==> src/rtl/elm_pkg.sv <==
// Shared definitions for the ELM hidden-layer datapath.
// Holds the stimulus and hidden-value widths, the accumulator FSM state
// encoding and a constant ceil(log2) helper used to size accumulators.
package elm_pkg;

  localparam int unsigned STIM_W = 16;  // signed weighted-pixel sum width
  localparam int unsigned HID_W  = 16;  // unsigned activated hidden value width

  // Accumulate/activate FSM state encoding.
  typedef logic [1:0] state_t;
  localparam state_t ST_IDLE  = 2'd0;
  localparam state_t ST_ACCUM = 2'd1;
  localparam state_t ST_ACT   = 2'd2;
  localparam state_t ST_HOLD  = 2'd3;

  // ceil(log2(value)); returns 0 for value <= 1.
  function automatic int unsigned clog2(input int unsigned value);
    int unsigned r;
    r = 0;
    for (int unsigned i = 0; i < 32; i++) begin
      if ((64'd1 << i) < 64'(value)) r = i + 1;
    end
    return r;
  endfunction

endpackage

==> src/rtl/stim_accum_act_relu_sat.sv <==
// relu_sat: combinational activation datapath for one hidden neuron.
// Applies optional round-half-up bias, arithmetic right shift by SHIFT,
// then ReLU with saturation to the unsigned HID_W range.
// Macro STIM_ACC_ROUND_EN: when defined, adds 2^(SHIFT-1) before the shift.
// Ports:
//   acc   - signed accumulator value (ACC_W bits; carries a guard bit when
//           rounding is enabled so the bias cannot overflow)
//   act_c - activated value, 0..2^HID_W-1
module relu_sat
  import elm_pkg::*;
#(
  parameter int unsigned ACC_W = 20,
  parameter int unsigned SHIFT = 4
) (
  input  logic signed [ACC_W-1:0] acc,
  output logic        [HID_W-1:0] act_c
);

  // Wide enough that the overflow slice [EXT_W-2:HID_W] is never empty.
  localparam int unsigned EXT_W = (ACC_W > HID_W + 2) ? ACC_W : HID_W + 2;

  logic signed [ACC_W-1:0] biased;
  logic signed [ACC_W-1:0] shifted;
  logic signed [EXT_W-1:0] ext;

`ifdef STIM_ACC_ROUND_EN
  localparam int unsigned RND_POS = (SHIFT > 0) ? SHIFT - 1 : 0;
  localparam logic signed [ACC_W-1:0] RND =
    (SHIFT > 0) ? (ACC_W'(1) << RND_POS) : '0;
  assign biased = acc + RND;
`else
  assign biased = acc;
`endif

  assign shifted = biased >>> SHIFT;
  assign ext     = EXT_W'(shifted);

  // Negative clamps to zero; anything above the HID_W range saturates.
  always_comb begin
    act_c = ext[HID_W-1:0];
    if (ext[EXT_W-1]) begin
      act_c = '0;
    end else if (|ext[EXT_W-2:HID_W]) begin
      act_c = '1;
    end
  end

endmodule

==> src/rtl/stim_accum_act.sv <==
// stim_accum_act: sums ACC_LEN signed stimulus samples per hidden neuron,
// activates the sum (shift + ReLU + saturation) and presents one result per
// neuron on a valid/ready output with a wrapping neuron index.
// Macro STIM_ACC_ROUND_EN: enables round-half-up before the shift and adds
// one guard bit to the accumulator.
// Ports:
//   clk2, reset2          - clock, asynchronous active-high reset
//   in_data/in_valid/in_ready    - signed stimulus sample handshake
//   out_data/out_idx/out_valid/out_ready - activated neuron value + index
//   frame_done            - pulse on the transfer of neuron NUM_NEURONS-1
module stim_accum_act
  import elm_pkg::*;
#(
  parameter int unsigned ACC_LEN     = 16,
  parameter int unsigned NUM_NEURONS = 100,
  parameter int unsigned SHIFT       = 4
) (
  input  logic              clk2,
  input  logic              reset2,
  input  logic [STIM_W-1:0] in_data,
  input  logic              in_valid,
  output logic              in_ready,
  output logic [HID_W-1:0]  out_data,
  output logic [7:0]        out_idx,
  output logic              out_valid,
  input  logic              out_ready,
  output logic              frame_done
);

`ifdef STIM_ACC_ROUND_EN
  localparam int unsigned GUARD_W = 1;
`else
  localparam int unsigned GUARD_W = 0;
`endif
  localparam int unsigned ACC_W  = STIM_W + clog2(ACC_LEN) + GUARD_W;
  localparam int unsigned CNT_W  = clog2(ACC_LEN) + 1;
  localparam logic [CNT_W-1:0] LAST_CNT = CNT_W'(ACC_LEN - 1);
  localparam logic [7:0]       LAST_IDX = 8'(NUM_NEURONS - 1);

  state_t                  state_q;
  state_t                  state_d;
  logic signed [ACC_W-1:0] acc_q;
  logic        [CNT_W-1:0] cnt_q;
  logic signed [STIM_W-1:0] in_s;
  logic signed [ACC_W-1:0] in_ext;
  logic        [HID_W-1:0] act_c;
  logic                    in_xfer;
  logic                    out_xfer;
  logic                    cnt_last;

  assign in_s     = in_data;
  assign in_ext   = ACC_W'(in_s);
  assign in_xfer  = in_valid & in_ready;
  assign out_xfer = out_valid & out_ready;
  assign cnt_last = (cnt_q == LAST_CNT);

  // Wrapping transfer of the last neuron in the frame.
  assign frame_done = out_xfer & (out_idx == LAST_IDX);

  relu_sat #(
    .ACC_W (ACC_W),
    .SHIFT (SHIFT)
  ) u_relu_sat (
    .acc   (acc_q),
    .act_c (act_c)
  );

  // State register.
  always_ff @(posedge clk2 or posedge reset2) begin
    if (reset2) begin
      state_q <= ST_IDLE;
    end else begin
      state_q <= state_d;
    end
  end

  // Next-state logic.
  always_comb begin
    state_d = state_q;
    case (state_q)
      ST_IDLE: begin
        if (in_xfer) state_d = cnt_last ? ST_ACT : ST_ACCUM;
      end
      ST_ACCUM: begin
        if (in_xfer && cnt_last) state_d = ST_ACT;
      end
      ST_ACT: begin
        state_d = ST_HOLD;
      end
      ST_HOLD: begin
        if (out_xfer) state_d = ST_IDLE;
      end
      default: begin
        state_d = ST_IDLE;
      end
    endcase
  end

  // Accumulator, sample counter, registered handshake flags and result.
  always_ff @(posedge clk2 or posedge reset2) begin
    if (reset2) begin
      acc_q     <= '0;
      cnt_q     <= '0;
      out_idx   <= '0;
      out_data  <= '0;
      out_valid <= 1'b0;
      in_ready  <= 1'b0;
    end else begin
      in_ready  <= (state_d == ST_IDLE) || (state_d == ST_ACCUM);
      out_valid <= (state_d == ST_HOLD);

      if (in_xfer) begin
        // First sample of a neuron overwrites any stale sum.
        acc_q <= (state_q == ST_IDLE) ? in_ext : acc_q + in_ext;
        cnt_q <= cnt_last ? '0 : cnt_q + CNT_W'(1);
      end

      if (state_q == ST_ACT) begin
        out_data <= act_c;
      end

      if (out_xfer) begin
        out_idx <= (out_idx == LAST_IDX) ? '0 : out_idx + 8'd1;
      end
    end
  end

endmodule

==> config.mk <==
export PLATFORM = sky130hd
export DESIGN_NAME = stim_accum_act
export DESIGN_NICKNAME = d
export VERILOG_FILES = /design/src/rtl/elm_pkg.sv /design/src/rtl/stim_accum_act_relu_sat.sv /design/src/rtl/stim_accum_act.sv
export SDC_FILE = /design/constraint.sdc
export NUM_CORES = 1
export LEC_CHECK = 0
export CORE_MARGIN = 5
export CORE_UTILIZATION = 40
export CTS_CLUSTER_SIZE = 8
export DETAILED_ROUTE_END_ITERATION = 8
export GPL_TIMING_DRIVEN = 0
export PLACE_DENSITY = 0.61
export SLEW_MARGIN = 10
export SYNTH_ARGS = -nofsm -noshare
export SYNTH_HDL_FRONTEND = slang
export SYNTH_SLANG_ARGS = --single-unit
==> constraint.sdc <==
create_clock -name clk2 -period 5.4 [get_ports clk2]
set_input_delay 1.08 -clock clk2 [delete_from_list [all_inputs] [get_ports clk2]]
set_output_delay 1.08 -clock clk2 [all_outputs]
set_load 0.03 [all_outputs]
==> results.tsv <==
metric	value	unit
run status	completed	
CTS H-tree lvls	2	
RSZ-0062 raised after global routing	no	
DRC violations left	0	
global-route wire length before repair	13.9	mm
Setup Fix Bufs, Post-CTS	0	
Final ANT Viol Nets	0	
Clock Latency Late Sink	320	ps
Max Freq	246	MHz
Final Slew Violations	0	
TritonCTS Sinks	52	
Clock Tree Root	clkbuf_8	
post-synthesis mux area share	2.24	%
drt pass-1 iters	4	
Synth top cells by count	52 x dfrtp_1, 51 x nand2_1, 39 x o21ai_0	
sequential area share after synthesis	38.2	%
Crit Path Class	input pin to primary output	
area of the multi-input gates	0.00196	mm²
Netlist cell types	60	
Initial Util	41.3	%
WL final	8.23	mm
Die X	102	µm
CTS Hold Bufs	0	
Detailed Route Iter0 Violations	156	
clock buffers created by TritonCTS	5	
DP Cell Count	540	
Post-Syn Area	0.00341	mm²
main area contributors after synthesis	dfrtp_1 38%, ha_1 7.7%, o21ai_0 5.7%	
CP endpoint kind	primary output	
via count	2950	
wire per inst	15.0	µm
XOR/XNOR Fraction of Synth Area	3.86	%
vias in the first global route	2820	
DP HPWL	6.32	mm
row cnt	33	
final worst path period need	4070	ps
Area Growth Syn to Fin	20.3	%
Post-synth EDFFs	0	
largest family of logic cells by synthesized area	compound AO/OA/AOI/OAI gates	
antenna violations before repair	0	
Slew @ Worst Pin	744	ps
max_cap viols	0	
Fillers	822	
largest net degree at the start of global routing	37	
final std cells w/o fill	548	
Leak Pwr	1.76	nW
Clock transition at path regs	100	ps
Synth Area in Simple Gates	20.1	%
Synth area leader	dfrtp_1	
final hold vios	0	
# port buffers	45	
Top FF cell, synth	dfrtp_1	
Setup crit start kind	input pin	
Die Footprint	0.0105	mm²
crit path max fanout	5	
Via density	5.38	
Total Routing Usage GR	16.6	%
Storage cell area	0.00130	mm²
synthesized flop and latch total	52	
n_diodes	0	
pwr/cell area	578	mW/mm²
HP Class	flip-flop to flip-flop	
Placer Congestion	0.895	
complex-gate fraction of the synthesized area	23.0	%
core region area	0.00826	mm²
syn nets	431	
adder-cell share of the synthesized area	8.30	%
Syn Area/Cell	8.76	µm²
top-count cell post-synth	dfrtp_1	
FFs w/ async S/R, synth	100	%
total I/O pin count	47	
period utilisation layout	75.3	%
Die Height	102	µm
Slew headroom	50.2	%
Nets	484	
CTS resizes	0	
clock buffer depth	2	
GR Overflow Total	0	
area share of the largest cell type after synthesis	38.2	%
Crit path required time	4320	ps
yosys warns	0	
Final setup viols	0	
WP data arrival	2990	ps
CTS tree	done	
clock skew	11.3	ps
Post-Syn Instances	389	
post-route setup TNS	0	ps
share of cells above drive strength 1	7.45	%
Peak VDD IR	0.176	mV
==> layer usage <==
layer	track usage, %	routed length [µm]
met1	24.4	4070
met2	25.2	3680
met3	2.53	407
met4	5.35	75
met5	0	0
==> power breakdown <==
group | switching (mW) | total [mW] | internal (mW)
Sequential | 0.144 | 0.694 | 0.550
Combinational | 0.823 | 1.44 | 0.617
Clock | 0.143 | 0.235 | 0.0925
==> through the flow <==
stage,hold WS [ps],setup WS (ps),power (mW),utilization (%),area (µm²)
2_1_floorplan,448,1860,1.74,-,3410
3_3_place_gp,462,1310,2.11,48.3,3990
3_5_place_dp,472,1300,2.14,48.5,4010
4_1_cts,496,1290,2.38,49.6,4100
5_1_grt,517,1190,2.59,49.6,4100
6_report,485,1330,2.37,49.6,4100
==> cell families (layout without fill, tap and decap cells) <==
kind of cell,after synthesis,in the layout
other cells,1,1
simple gates,142,142
mux,7,7
fa+ha+maj,22,22
compound gates,120,120
xor+xnor,15,15
flops,52,52
buf+inv,30,84
==> critical path: stages <==
cell,delay (ps)
clkdlybuf4s50_1,520
nand2_1,140
nor4_1,480
clkdlybuf4s50_1,760
==> path summary, 6_finish.rpt <==
kind                                  start      endpoint  slack [ps]  cells after the start
worst max-delay path              out_ready    frame_done        1330                      4
worst min-delay path            out_data[1]   out_data[1]         480                      2
worst max register to register     acc_q[0]     acc_q[18]        2970                      9
worst min register to register  out_data[1]   out_data[1]         480                      2
max in group asynchronous            reset2     acc_q[17]        3810                      3
min in group asynchronous            reset2  out_data[14]        1070                      2
==> final cells by class <==
type                    count  share of cell area (%)
repair buffers             46                    11.5
well taps                 105                    3.21
inverters                  11                    1.01
clock inverters             3                   0.519
clock buffers               5                    1.68
plain buffers              19                    2.50
multi-input cells         307                    47.9
flip-flops and latches     52                    31.7
==> registers in the layout, summed over array words and instances, names as in the netlist <==
signal,cells
acc_q,20
cnt_q,5
in_ready,1
out_data,15
out_idx,8
out_valid,1
state_q,2
==> layout by cell type (no fill, tap or decap), types with 8 or more instances in the layout <==
master and n:
a21o_1 8, a22oi_1 8, clkdlybuf4s50_1 45, nand2_1 51, clkbuf_1 10, nor2_1 29, o21ai_0 39, nand2b_1 18
ha_1 21, dfrtp_1 52, nand3_1 13, nor3_1 8, xnor2_1 12, inv_1 10, a21oi_1 25
Note: power is estimated with default switching activity, not from simulation.
